**src/rtl/div_req_ctrl_pkg.sv**
```systemverilog
// Shared encodings for the EX-stage divider requester.
package div_req_ctrl_pkg;

    typedef enum logic [1:0] {
        IDLE  = 2'd0,
        BUSY  = 2'd1,
        DONE  = 2'd2,
        DRAIN = 2'd3
    } div_state_t;

    localparam logic        DivStart          = 1'b1;
    localparam logic        DivStop           = 1'b0;
    localparam logic        DivResultReady    = 1'b1;
    localparam logic        DivResultNotReady = 1'b0;
    localparam logic [31:0] ZeroWord          = 32'h0000_0000;

endpackage

```
**src/rtl/div_req_ctrl.sv**
```systemverilog
// EX-stage requester for the multi-cycle DIV/DIVU unit: issues, holds
// operands, stalls the pipe, presents HI/LO on completion, drains on cancel.
module div_req_ctrl
    import div_req_ctrl_pkg::*;
#(
    parameter int DRAIN_CYCLES = 3
) (
    input  logic        clk,
    input  logic        rst,
    input  logic        ex_div_valid_i,
    input  logic        ex_signed_i,
    input  logic [31:0] ex_rs_i,
    input  logic [31:0] ex_rt_i,
    input  logic        ex_cancel_i,
    input  logic        ex_stall_i,
    input  logic [63:0] div_result_i,
    input  logic        div_ready_i,
    output logic        signed_div_o,
    output logic [31:0] opdata1_o,
    output logic [31:0] opdata2_o,
    output logic        start_o,
    output logic        annul_o,
    output logic        stall_req_o,
    output logic        hilo_we_o,
    output logic [31:0] hi_o,
    output logic [31:0] lo_o
);

    localparam int CNT_W = (DRAIN_CYCLES > 1) ? $clog2(DRAIN_CYCLES) : 1;

    div_state_t       state;
    logic [CNT_W-1:0] drain_cnt;
    logic [31:0]      rs_q;
    logic [31:0]      rt_q;
    logic             signed_q;
    logic [63:0]      result_q;
    logic             issue;

    assign issue = ex_div_valid_i & ~ex_cancel_i;

    // Controller state, drain counter and latched operands/result
    always_ff @(posedge clk) begin
        if (rst) begin
            state     <= IDLE;
            drain_cnt <= '0;
            rs_q      <= ZeroWord;
            rt_q      <= ZeroWord;
            signed_q  <= 1'b0;
            result_q  <= 64'd0;
        end else begin
            case (state)
                IDLE: begin
                    if (issue) begin
                        rs_q     <= ex_rs_i;
                        rt_q     <= ex_rt_i;
                        signed_q <= ex_signed_i;
                        state    <= BUSY;
                    end
                end
                BUSY: begin
                    // A cancel wins over a simultaneous ready: the result is dropped.
                    if (ex_cancel_i) begin
                        drain_cnt <= CNT_W'(DRAIN_CYCLES - 1);
                        state     <= DRAIN;
                    end else if (div_ready_i == DivResultReady) begin
                        result_q <= div_result_i;
                        state    <= DONE;
                    end
                end
                DONE: begin
                    // Hold here while EX is stalled so the same divide never re-issues.
                    if (ex_cancel_i || !ex_stall_i) begin
                        state <= IDLE;
                    end
                end
                DRAIN: begin
                    if (drain_cnt == '0) begin
                        state <= IDLE;
                    end else begin
                        drain_cnt <= drain_cnt - 1'b1;
                    end
                end
                default: state <= IDLE;
            endcase
        end
    end

    // Divider and pipeline-facing outputs decoded from state
    always_comb begin
        signed_div_o = 1'b0;
        opdata1_o    = ZeroWord;
        opdata2_o    = ZeroWord;
        start_o      = DivStop;
        annul_o      = 1'b0;
        stall_req_o  = 1'b0;
        hilo_we_o    = 1'b0;
        hi_o         = ZeroWord;
        lo_o         = ZeroWord;
        case (state)
            IDLE: begin
                if (issue) begin
                    signed_div_o = ex_signed_i;
                    opdata1_o    = ex_rs_i;
                    opdata2_o    = ex_rt_i;
                    start_o      = DivStart;
                    stall_req_o  = 1'b1;
                end
            end
            BUSY: begin
                signed_div_o = signed_q;
                opdata1_o    = rs_q;
                opdata2_o    = rt_q;
                stall_req_o  = 1'b1;
                if (ex_cancel_i) begin
                    annul_o = 1'b1;
                end else begin
                    start_o = DivStart;
                end
            end
            DONE: begin
                hilo_we_o = ~ex_cancel_i;
                hi_o      = result_q[63:32];
                lo_o      = result_q[31:0];
            end
            DRAIN: begin
                annul_o     = 1'b1;
                stall_req_o = ex_div_valid_i;
            end
            default: ;
        endcase
    end

endmodule

```
**config.mk**
```make
export PLATFORM = sky130hd
export DESIGN_NAME = div_req_ctrl
export DESIGN_NICKNAME = d
export VERILOG_FILES = /design/src/rtl/div_req_ctrl_pkg.sv /design/src/rtl/div_req_ctrl.sv
export SDC_FILE = /design/constraint.sdc
export NUM_CORES = 1
export LEC_CHECK = 0
export ABC_AREA = 0
export ABC_CLOCK_PERIOD_IN_PS = 2300
export BUFFER_PORTS_ARGS = -buffer_cell sky130_fd_sc_hd__buf_2
export CAP_MARGIN = 20
export CORE_AREA = 2 2 123 125
export DETAILED_ROUTE_END_ITERATION = 16
export DIE_AREA = 0 0 125 127
export PLACE_DENSITY = 0.76
export SLEW_MARGIN = 10
export SYNTH_ARGS = -nofsm -noshare
export SYNTH_HDL_FRONTEND = slang
export SYNTH_SLANG_ARGS = --single-unit
```
**constraint.sdc**
```tcl
create_clock -name clk -period 2.3 [get_ports clk]
set_input_delay 0.575 -clock clk [delete_from_list [all_inputs] [get_ports clk]]
set_output_delay 0.575 -clock clk [all_outputs]
set_load 0.01 [all_outputs]
```
; ---- Yosys cells after proc, flatten, opt, wreduce, memory -nomap -nowiden
; Index checks and enable logic that the tools add are counted.
; Widths: inputs -> output; s select.
[totals]
input_bits = 135
regBits = 133
out_inout_bits = 133
[op_classes]
n_eq_ne = 9
n_mux = 24
bitwise = 2
n_reduce_logical = 9
addsub = 1
[ops]
columns = operator, count
row1 = $mux 32, 4
row2 = $pmux 32 s2, 2
row3 = $mux 2, 7
row4 = $ne 2x2->1 const B, 5
row5 = $pmux 2 s4, 1
row6 = $pmux 1 s2, 3
row7 = $reduce_and 3->1, 2
row8 = $mux 1, 5
row9 = $eq 2x2->1 const B, 2
row10 = $logic_not 2->1, 2
row11 = $pmux 2 s2, 1
row12 = $reduce_and 4->1, 1
row13 = $ne 3x3->1 const B, 1
row14 = $pmux 1 s3, 1
row15 = $eq 2x1->1 const B, 1
row16 = $reduce_and 2->1, 1
row17 = $reduce_bool 2->1, 1
row18 = $sub 2x1->2 const B, 1
row19 = $and 1x1->1, 1
row20 = $logic_not 1->1, 1
row21 = $logic_or 1x1->1, 1
row22 = $not 1->1, 1

; ---- Longest topological paths before layout
; Gate-level depths: netlist (run 1).
[depth]
depth_word = 4
ltp_mapped = 6
ltp_nobuf = 5

; ---- Least setup slack after synthesis (run 1)
; OpenSTA, ideal clock, no wires.
[synth_timing]
path_type = input to output
start = input ex_cancel_i
end = output start_o
stages = 5
setup_slack_ns = 0.098
required_ns = 1.725
arrival_ns = 1.627
n_path_buf = 3
cell_sequence = buf_2 -> or4b_4 -> buf_6 -> buf_6 -> o21ai_0
[synth_via]
elab_chain_cells = 4
word_cells_on_any_way = 5
[synth_rtl]
columns = item, line_no
row1 = "start, declared", div_req_ctrl.sv:14  ; input logic ex_cancel_i,
row2 = $not 1->1 (no line), -
row3 = $and 1x1->1, div_req_ctrl.sv:39  ; assign issue = ex_div_valid_i & ~ex_cancel_i;
row4 = $mux 1, div_req_ctrl.sv:101  ; if (issue) begin
row5 = $pmux 1 s2 (*), div_req_ctrl.sv:99  ; case (state)
row6 = "end, declared", div_req_ctrl.sv:21  ; output logic start_o,
; Every way passes the cells marked *; elsewhere a longest branch is shown, timed or not.

; ---- Worst setup path in the final report (run 1)
[layout_timing]
start = register state[0]
end = output opdata1_o[18]
[layout_via]
elab_chain_cells = 2
word_cells_on_any_way = 3
[layout_rtl]
columns = item, line_no
row1 = "start, declared", div_req_ctrl.sv:31  ; div_state_t state;
row2 = "start signal, assigned", div_req_ctrl.sv:44  ; state <= IDLE;
row3 = "start signal, assigned", div_req_ctrl.sv:57  ; state <= BUSY;
row4 = "start signal, assigned", div_req_ctrl.sv:64  ; state <= DRAIN;
row5 = $eq 2x1->1 or $logic_not 2->1 (tied branches), div_req_ctrl.sv:99
row6 = $pmux 32 s2 (*), div_req_ctrl.sv:99
row7 = "end, declared", div_req_ctrl.sv:19  ; output logic [31:0] opdata1_o,
; Marked as above.

==> results by group, run 1 <==
Global route
  • Largest net degree at the start of global routing: 66
  • GRT overflow: 0
  • Antenna violations before repair: 0
  • Global-route wire length before repair: 25.14 mm
  • Vias in the first global route: 5491
  • Total Routing Usage GR: 0.1916

Timing
  • Min Tclk post-route: 2.267 ns
  • Worst hold margin: 0.4043 ns
  • Rel. slew slack: 0.5500
  • Final Cycle Share: 0.9856
  • Final Hold Fails: 0
  • Max Freq: 441.1 MHz
  • Worst-margin pin slew: 0.6749 ns
  • # setup viols final: 0
  • Setup ws final: 0.03306 ns
  • Setup Skew: 0.006175 ns
  • Setup TNS: 0 ns
  • RSZ-0062 raised after global routing: yes
  • Max Slew Vio Count: 0

Logic synthesis
  • Count leader, synth: nand2_1
  • Main flop type after synthesis: dfxtp_1
  • Area share of the largest cell type after synthesis: 0.4623
  • Seq cells post-synth: 133
  • Cell variety after synth: 26
  • Synth top area cells: dfxtp_1 (46%), nand2_1 (17%), a21oi_1 (11%), and2_1 (7.0%), o21ai_0 (5.9%)
  • Synthesized area: 0.005759 mm^2
  • EDFF count, synth: 0
  • Post-Syn Nets: 940
  • Yosys top cell by area: dfxtp_1
  • Synth Instances: 804
  • Seq/Total Area, Yosys: 0.4623
  • Post-synth top cells: nand2_1 (262), dfxtp_1 (133), a21oi_1 (132)
  • Syn_area_per_cell: 7.163 um^2
  • Synth warn: 0
  • Ys async rst share: 0

Drt
  • Met3 routed WL: 916 um
  • Met1 WL: 6.672 mm
  • Drt first pass iters: 4
  • Routed length on met2: 7.793 mm
  • DR vias: 5854
  • Initial drt markers: 295
  • Top routing layer in use: met4
  • Post-Route WL: 15.78 mm
  • DR WL/cell: 12.69 um
  • ANT nets after route: 0
  • Vias per cell: 4.706
  • DRC Markers: 0

Die
  • Cell Rows: 44
  • Die width: 125 um
  • Chip height: 127 um
  • Die ar.: 0.01588 mm^2
  • I/O Pins: 268
  • Area of the core: 0.01442 mm^2
  • Starting Density: 0.3993

Placed design
  • IO buf count: 267
  • DP Worst Slack: -0.02895 ns
  • DP Wirelength: 10.74 mm
  • GP Congestion: 0.8159

Run status
  • Status: finished clean

Setup path
  • Critical Path Slowest Stage Cell: dfxtp_2
  • CP Launch Type: flip-flop
  • Reg2Reg Setup Slack: 0.64 ns
  • CP Capture Type: primary output
  • Critical setup path kind: reg2out
  • WP data required: 1.73 ns
  • Worst EP arrival: 1.69 ns
  • Largest fanout on the critical path: 16
  • Critical-path cell list: nor4b_4 -> buf_6 -> buf_12 -> nand2_1 -> o21ai_0 -> buf_2
  • CP max stage delay: 0.35 ns

Pwr
  • P_leak: 3.501 nW
  • Total chip power: 5.683 mW
  • Worst vdd ir: 0.6216 mV
  • P per Cell Area: 721.5 mW/mm^2

Clocking
  • Clk_lat worst skew: 0.40 ns
  • CTS tree: built
  • Clk pin slew, worst setup/hold paths: 0.06 ns
  • Max H-tree Level: 4
  • Hold buffers post-CTS: 0
  • Total CTS buffers: 17
  • Root Driver: clkbuf_16
  • Clock Path Buffers: 2
  • Clock tree sinks: 133

Final layout
  • Fillers: 1414
  • Final core utilization: 0.5461
  • Ant diodes: 0
  • Layout cells sized above 1: 0.3028
  • Final net count: 1183
  • Area Growth Syn to Fin: 36.76%

Flow run
  • Max_cap viols: 0

Worst hold path
  • HP Class: in2reg
==> sequential cells by signal, indices dropped and copies added, names as in the netlist <==
name / flops
state: 2
signed_q: 1
drain_cnt: 2
rt_q: 32
result_q: 64
rs_q: 32
==> critical path: cells and delay by family (launching register included) <==
family	cells	cell delay, ns
buf+inv	3	0.50
flops	1	0.35
simple gates	2	0.33
compound gates	1	0.10
==> per-stage QoR <==
step / instance area (um^2) / instances
2_1_floorplan: 5759 / 804
3_3_place_gp: 7214 / 1210
3_5_place_dp: 7214 / 1210
4_1_cts: 7830 / 1243
5_1_grt: 7876 / 1244
6_report: 7876 / 1244
==> final cells by class <==
type | instances | area, um^2 | share of cell area
clock buffers | 23 | 478.0 | 0.06068
clock inverters | 9 | 101.3 | 0.01287
inverters | 69 | 259.0 | 0.03288
multi-input cells | 543 | 2547 | 0.3234
flip-flops and latches | 133 | 2668 | 0.3387
well taps | 184 | 230.2 | 0.02923
repair buffers | 283 | 1593 | 0.2022
==> where the power goes <==
part | total, mW | internal [mW] | switching, mW
clock | 2.61 | 1.67 | 0.941
combinational | 0.635 | 0.269 | 0.366
sequential | 2.43 | 2.39 | 0.0436
total | 5.68 | 4.33 | 1.35
==> cell families after synthesis <==
logic type | Yosys count | share of synthesized area
AO/OA/AOI/OAI | 204 | 0.1792
buffers and inverters | 128 | 0.09972
adder cells (fa/ha/maj) | 1 | 0.002172
flip-flops | 133 | 0.4623
AND/OR/NAND/NOR | 338 | 0.2566
==> repair_timing <==
| action | CTS | global route |
|---|---|---|
| gates resized for setup | 10 | 8 |
| endpoints found under the setup margin | 130 | 65 |
| pin swaps | 1 | 0 |
| cloned | 0 | 1 |
| setup buffers | 1 | 0 |
==> path summary, 6_finish.rpt <==
check	from	to	cells after the start
setup / recovery	state[0]	opdata1_o[18]	6
hold / removal	div_result_i[48]	result_q[48]	3
setup reg to reg	state[1]	rt_q[12]	4
hold reg to reg	result_q[22]	result_q[22]	2
==> cells in the final DEF (no fill, tap or decap), types with 2 or more instances in the layout <==
master | Yosys | routed
o21ai_0 | 68 | 65
clkbuf_1 | 34 | 3
inv_1 | 69 | 68
buf_4 | 13 | 6
clkbuf_8 | 0 | 3
dfxtp_1 | 133 | 131
clkbuf_16 | 0 | 18
nor2_1 | 3 | 2
bufinv_16 | 0 | 2
a21oi_1 | 132 | 132
o21ai_1 | 0 | 2
clkinv_2 | 0 | 5
nand2_1 | 262 | 262
buf_2 | 6 | 266
buf_12 | 0 | 9
and2_1 | 64 | 64
==> routing by layer <==
metal	vias to the layer above	GRT usage
li1	3031	-
met1	2620	0.2166
met2	172	0.3418
met3	31	0.05570
met4	0	0.07516
met5	-	0
(Power assumes the default switching activity.)
==> run 2: changes to the inputs <==
BUFFER_PORTS_ARGS = default   (was -buffer_cell sky130_fd_sc_hd__buf_2)
DONT_BUFFER_PORTS = 1   (was default)
PLACE_DENSITY = 0.6   (was 0.76)
==> run 2 against run 1 <==
  * Sequential share of layout area increased by 4.1 points
  * Global-route usage decreased by 1.4 points
  * Clock skew increased by 0.0020 ns
  * Clock power about the same
  * Final area decreased by 11%
  * Wire length decreased by 3.1%
  * First-iteration DRC count decreased by 14%
  * Via count decreased by 15%
  * Clock-buffer cell count decreased by 1
  * Critical path depth unchanged
  * Critical endpoint is now opdata1_o[20]
==> results by group, run 2 (same netlist as run 1, synthesis figures left out) <==
Global route
  • Global-route wire length before repair: 22.95 mm (was 25.14 mm)
  • Antenna violations before repair: 0 (unchanged)
  • GRT overflow: 0 (unchanged)
  • Total Routing Usage GR: 0.1778 (was 0.1916)
  • Vias in the first global route: 4492 (was 5491)
  • Largest net degree at the start of global routing: 134 (was 66)

Timing
  • Final Cycle Share: 0.9896 (was 0.9856)
  • RSZ-0062 raised after global routing: yes (unchanged)
  • Rel. slew slack: 0.5313 (was 0.5500)
  • Final Hold Fails: 0 (unchanged)
  • Setup TNS: 0 ns (unchanged)
  • Max Slew Vio Count: 0 (unchanged)
  • Min Tclk post-route: 2.276 ns (was 2.267 ns)
  • # setup viols final: 0 (unchanged)
  • Worst-margin pin slew: 0.7031 ns (was 0.6749 ns)
  • Max Freq: 439.4 MHz (was 441.1 MHz)
  • Setup Skew: 0.008185 ns (was 0.006175 ns)

Setup path
  • Largest fanout on the critical path: 5 (was 16)
  • CP max stage delay: 0.36 ns (was 0.35 ns)
  • Worst setup path startpoint: state[0] (unchanged)
  • RR Startpoint: state[1] (unchanged)
  • Worst EP arrival: 1.70 ns (was 1.69 ns)
  • WP buf/inv: 3 (unchanged)
  • WP data required: 1.73 ns (about the same)
  • CP Capture Type: primary output (unchanged)
  • Critical setup path kind: reg2out (unchanged)
  • Critical Path Slowest Stage Cell: dfxtp_4 (was dfxtp_2)
  • Critical-path cell list: nor4b_4 -> buf_6 -> clkbuf_16 -> nand2_2 -> o21ai_2 -> buf_4 (was nor4b_4 -> buf_6 -> buf_12 -> nand2_1 -> o21ai_0 -> buf_2)
  • Delay-heaviest family, CP: buffers and inverters (unchanged)
  • CP Launch Type: flip-flop (unchanged)

Final layout
  • Final net count: 939 (was 1183)
  • Most frequent cells in the layout: nand2_1 (241), a21oi_1 (132), dfxtp_1 (131), inv_1 (68), and2_1 (64) (was buf_2 (266), nand2_1 (262), a21oi_1 (132), dfxtp_1 (131), inv_1 (68))
  • Ant diodes: 0 (unchanged)
  • Commonest non-fill, non-tap cell in the layout: nand2_1 (was buf_2)
  • Largest Register: result_q (unchanged)
  • Reg area: 0.002670 mm^2 (was 0.002668 mm^2)
  • Layout cells sized above 1: 0.1939 (was 0.3028)
  • Fillers: 1420 (was 1414)
  • Largest register FFs: 64 (unchanged)
  • Biggest regs: result_q: 64 flops, rs_q: 32 flops, rt_q: 32 flops (unchanged)
  • Multi-input gate area: 0.002859 mm^2 (was 0.002547 mm^2)
  • Area Growth Syn to Fin: 21.99% (was 36.76%)
  • Final core utilization: 0.4871 (was 0.5461)

Drt
  • Vias per cell: 4.991 (was 4.706)
  • Post-Route WL: 15.30 mm (was 15.78 mm)
  • ANT nets after route: 0 (unchanged)
  • Initial drt markers: 253 (was 295)
  • Drt first pass iters: 4 (unchanged)
  • DR vias: 4986 (was 5854)
  • DR WL/cell: 15.31 um (was 12.69 um)
  • DRC Markers: 0 (unchanged)

Pwr
  • P per Cell Area: 795.3 mW/mm^2 (was 721.5 mW/mm^2)
  • P_leak: 2.522 nW (was 3.501 nW)
  • Total chip power: 5.588 mW (was 5.683 mW)
  • Worst vdd ir: 0.4193 mV (was 0.6216 mV)

Die
  • Starting Density: 0.3993 (unchanged)
  • Area of the core: 0.01442 mm^2 (unchanged)
  • Die width: 125 um (unchanged)
  • Cell Rows: 44 (unchanged)
  • Chip height: 127 um (unchanged)
  • I/O Pins: 268 (unchanged)
  • Die ar.: 0.01588 mm^2 (unchanged)

Clocking
  • CTS tree: built (unchanged)
  • Max H-tree Level: 4 (unchanged)
  • Clock tree sinks: 133 (unchanged)
  • Root Driver: clkbuf_16 (unchanged)
  • Clk pin slew, worst setup/hold paths: 0.06 ns (about the same)
  • Hold buffers post-CTS: 0 (unchanged)
  • Clock Path Buffers: 2 (unchanged)
  • Total CTS buffers: 17 (unchanged)
  • Clk_lat worst skew: 0.41 ns (was 0.40 ns)

Worst hold path
  • HP Class: in2reg (unchanged)
  • Min-delay src: rst (was div_result_i[48])

Placed design
  • DP Wirelength: 9.436 mm (was 10.74 mm)
  • GP Congestion: 0.7707 (was 0.8159)
  • IO buf count: 0 (was 267)

Run status
  • Status: finished clean (unchanged)

Flow run
  • Max_cap viols: 0 (unchanged)
-- run 2: cell type report --
type                    count  share of cell area
multi-input cells         543              0.4069
flip-flops and latches    133              0.3801
clock buffers              22             0.06607
repair buffers             39             0.06251
inverters                  69             0.03687
well taps                 184             0.03277
clock inverters             9             0.01478
-- run 2: timing repair --
item                                   CTS  global route
cloned                                   1             4
setup buffers                            2             2
endpoints found under the hold margin    0             0
pin swaps                                1             5
gates resized for setup                 38           128
setup endpoints to repair              130            65
-- run 2: final timing paths --
path / to / cells after the start / slack [ns]
max reg2reg: rs_q[0] / 5 / 0.46
max: opdata1_o[20] / 6 / 0.02
min: rs_q[6] / 1 / 0.24
min reg2reg: result_q[9] / 2 / 0.45
-- run 2: metal layers --
layer | wire, um | track usage | vias up
met1 | 6315 | 0.2153 | 2258
met2 | 7540 | 0.2855 | 163
met4 | 420 | 0.08497 | 0
met3 | 1019 | 0.06030 | 27
met5 | 0 | 0 | -
li1 | - | - | 2538
-- run 2: per-stage QoR --
step           hold WS (ns)  instance area [um^2]  instances  worst slack (ns)
6_report             0.2403                  7025        999           0.02395
4_1_cts              0.2122                  6668        994         0.0009148
5_1_grt              0.2119                  7025        999          -0.06412
2_1_floorplan        0.4317                  5759        804           0.09768
3_3_place_gp         0.4326                  5993        960            0.2106
3_5_place_dp         0.4365                  5993        960            0.1949
-- run 2: worst reg2reg max path: cells and delay by family, from the launching register on --
family                 cells  cell delay [ns]
DFF                        1             0.37
AOI/OAI and AO/OA          1             0.10
buffers and inverters      2             0.51
and+or+nand+nor            2             0.76
-- run 2: where the power goes --
| group | switching, mW | leakage [nW] | total (mW) | internal [mW] |
|---|---|---|---|---|
| combinational | 0.347 | 1.17 | 0.548 | 0.202 |
| clock | 0.969 | 0.276 | 2.61 | 1.64 |
| sequential | 0.0418 | 1.08 | 2.43 | 2.39 |
| total | 1.36 | 2.52 | 5.59 | 4.23 |
==> run 3: changes to the inputs <==
MAX_ROUTING_LAYER = met4   (was default)
==> run 3 against run 2 <==
  * Combinational power barely moved
  * Clock-buffer cell count did not move
  * Global-route usage rose by 0.49 points
  * Hold slack got worse by 0.0033 ns
  * Power barely moved
  * Cell count did not move
  * Sequential cell count did not move
  * Register-to-register slack barely moved
==> results by group, run 3 (same netlist as run 1, synthesis figures left out) <==
Run status
  • Status: finished clean (unchanged)

Global route
  • GRT overflow: 0 (unchanged)
  • Global-route wire length before repair: 22.89 mm (was 22.95 mm)
  • Total Routing Usage GR: 0.1827 (was 0.1778)
  • Vias in the first global route: 4507 (was 4492)
  • Largest net degree at the start of global routing: 134 (unchanged)
  • Antenna violations before repair: 0 (unchanged)

Clocking
  • Total CTS buffers: 17 (unchanged)
  • Root Driver: clkbuf_16 (unchanged)
  • CTS tree: built (unchanged)
  • Clock Path Buffers: 2 (unchanged)
  • Clk pin slew, worst setup/hold paths: 0.06 ns (about the same)
  • Clk_lat worst skew: 0.41 ns (about the same)
  • Max H-tree Level: 4 (unchanged)
  • Clock tree sinks: 133 (unchanged)
  • Hold buffers post-CTS: 0 (unchanged)

Flow run
  • Max_cap viols: 0 (unchanged)

Setup path
  • R2R depth: 5 (unchanged)
  • Reg2Reg Setup Slack: 0.46 ns (about the same)
  • WP data required: 1.73 ns (about the same)
  • Worst EP arrival: 1.70 ns (about the same)
  • Critical-path cell list: nor4b_4 -> buf_6 -> buf_12 -> nand2_1 -> o21ai_2 (was nor4b_4 -> buf_6 -> clkbuf_16 -> nand2_2 -> o21ai_2 -> buf_4)
  • Critical Path Slowest Stage Cell: dfxtp_4 (unchanged)
  • CP Capture Type: primary output (unchanged)
  • CP max stage delay: 0.36 ns (about the same)
  • Largest fanout on the critical path: 24 (was 5)
  • Critical setup path kind: reg2out (unchanged)
  • Capturing point of the worst reg2reg path: rs_q[0] (unchanged)
  • RR Startpoint: state[1] (unchanged)
  • CP Launch Type: flip-flop (unchanged)

Final layout
  • Biggest regs: result_q: 64 flops, rs_q: 32 flops, rt_q: 32 flops (unchanged)
  • Final core utilization: 0.4875 (was 0.4871)
  • Final net count: 939 (unchanged)
  • Layout cells sized above 1: 0.1939 (unchanged)
  • Commonest non-fill, non-tap cell in the layout: nand2_1 (unchanged)
  • Largest Register: result_q (unchanged)
  • Area Growth Syn to Fin: 22.09% (was 21.99%)
  • Largest register FFs: 64 (unchanged)
  • Most frequent cells in the layout: nand2_1 (241), a21oi_1 (132), dfxtp_1 (131), inv_1 (68), and2_1 (64) (unchanged)
  • Ant diodes: 0 (unchanged)

Worst hold path
  • Hold Path End: rt_q[3] (was rs_q[6])
  • HP Class: in2reg (unchanged)
  • WHS Path Cells: 1 (unchanged)
  • Min-delay src: rst (unchanged)

Drt
  • Initial drt markers: 224 (was 253)
  • Drt first pass iters: 5 (was 4)
  • DR WL/cell: 15.29 um (was 15.31 um)
  • Vias per cell: 5.031 (was 4.991)
  • DR vias: 5026 (was 4986)
  • DRC Markers: 0 (unchanged)
  • Post-Route WL: 15.28 mm (was 15.30 mm)
  • ANT nets after route: 0 (unchanged)

Die
  • I/O Pins: 268 (unchanged)
  • Cell Rows: 44 (unchanged)
  • Area of the core: 0.01442 mm^2 (unchanged)
  • Chip height: 127 um (unchanged)
  • Die ar.: 0.01588 mm^2 (unchanged)
  • Die width: 125 um (unchanged)
  • Starting Density: 0.3993 (unchanged)

Timing
  • Max Freq: 439.5 MHz (was 439.4 MHz)
  • Worst-margin pin slew: 0.6849 ns (was 0.7031 ns)
  • Final Cycle Share: 0.9892 (was 0.9896)
  • Max Slew Vio Count: 0 (unchanged)
  • # setup viols final: 0 (unchanged)
  • Setup TNS: 0 ns (unchanged)
  • Final Hold Fails: 0 (unchanged)
  • RSZ-0062 raised after global routing: yes (unchanged)
  • Setup Skew: 0.008399 ns (was 0.008185 ns)
  • Min Tclk post-route: 2.275 ns (was 2.276 ns)
  • Rel. slew slack: 0.5434 (was 0.5313)
  • Setup ws final: 0.02488 ns (was 0.02395 ns)

Placed design
  • IO buf count: 0 (unchanged)
  • GP Congestion: 0.7811 (was 0.7707)
  • DP Worst Slack: 0.1949 ns (unchanged)
  • DP Wirelength: 9.436 mm (unchanged)

Pwr
  • Worst vdd ir: 0.4198 mV (was 0.4193 mV)
  • P_leak: 2.535 nW (was 2.522 nW)
  • P per Cell Area: 795.3 mW/mm^2 (about the same)
[run 3: cell counts in the layout (fill, tap and decap cells not counted)]
Identical to the previous run, type by type.
[run 3: worst max path at each step]
stage | startpoint | slack [ns] | endpoint | depth (start not counted)
final | state[0] | 0.02 | opdata2_o[25] | 5
after global routing | state[0] | -0.07 | opdata1_o[12] | 6
after CTS | state[0] | 0.0009 | opdata1_o[4] | 5
after detailed placement | ex_cancel_i | 0.19 | opdata2_o[25] | 4
after global placement | ex_cancel_i | 0.21 | opdata2_o[25] | 4
after floorplan | ex_cancel_i | 0.1 | start_o | 5
[run 3: area by class of cell]
type | instances | area [um^2]
clock buffers | 22 | 464.2
clock inverters | 9 | 103.9
fillers | 1409 | 7392
inverters | 69 | 259.0
multi-input cells | 543 | 2869
flip-flops and latches | 133 | 2670
well taps | 184 | 230.2
repair buffers | 39 | 435.4
[run 3: report_power, final]
| group | leakage [nW] | internal (mW) | switching [mW] |
|---|---|---|---|
| clock network | 0.276 | 1.64 | 0.974 |
| registers | 1.08 | 2.39 | 0.0422 |
| logic | 1.18 | 0.202 | 0.346 |
[run 3: metrics by stage]
step	std cells	cell area (um^2)	hold WS, ns	total power, mW
2_1_floorplan	804	5759	0.4317	2.823
3_3_place_gp	960	5993	0.4326	2.904
3_5_place_dp	960	5993	0.4365	2.907
4_1_cts	994	6668	0.2122	5.575
5_1_grt	999	7032	0.2119	5.825
6_report	999	7032	0.2370	5.592
[run 3: critical path: cells and delay by family, from the launching register on]
| kind | cells | cell delay (ns) |
|---|---|---|
| AND/OR/NAND/NOR | 2 | 0.43 |
| buffers and inverters | 2 | 0.37 |
| flip-flops | 1 | 0.36 |
| AO/OA/AOI/OAI | 1 | 0.12 |
[run 3: what timing repair did]
action | CTS | global route
setup endpoints to repair | 130 | 65
pin swaps | 1 | 6
resized for setup | 38 | 129
endpoints found under the hold margin | 0 | 0
cloned | 1 | 4
setup buffers | 2 | 2
[run 3: layer usage]
| layer | track usage | vias up | routed length (um) |
|---|---|---|---|
| met5 | - | - | 0 |
| met4 | 0.08497 | 0 | 364 |
| met3 | 0.04606 | 25 | 800 |
| met2 | 0.2842 | 160 | 7569 |
| met1 | 0.2242 | 2303 | 6543 |
| li1 | - | 2538 | - |
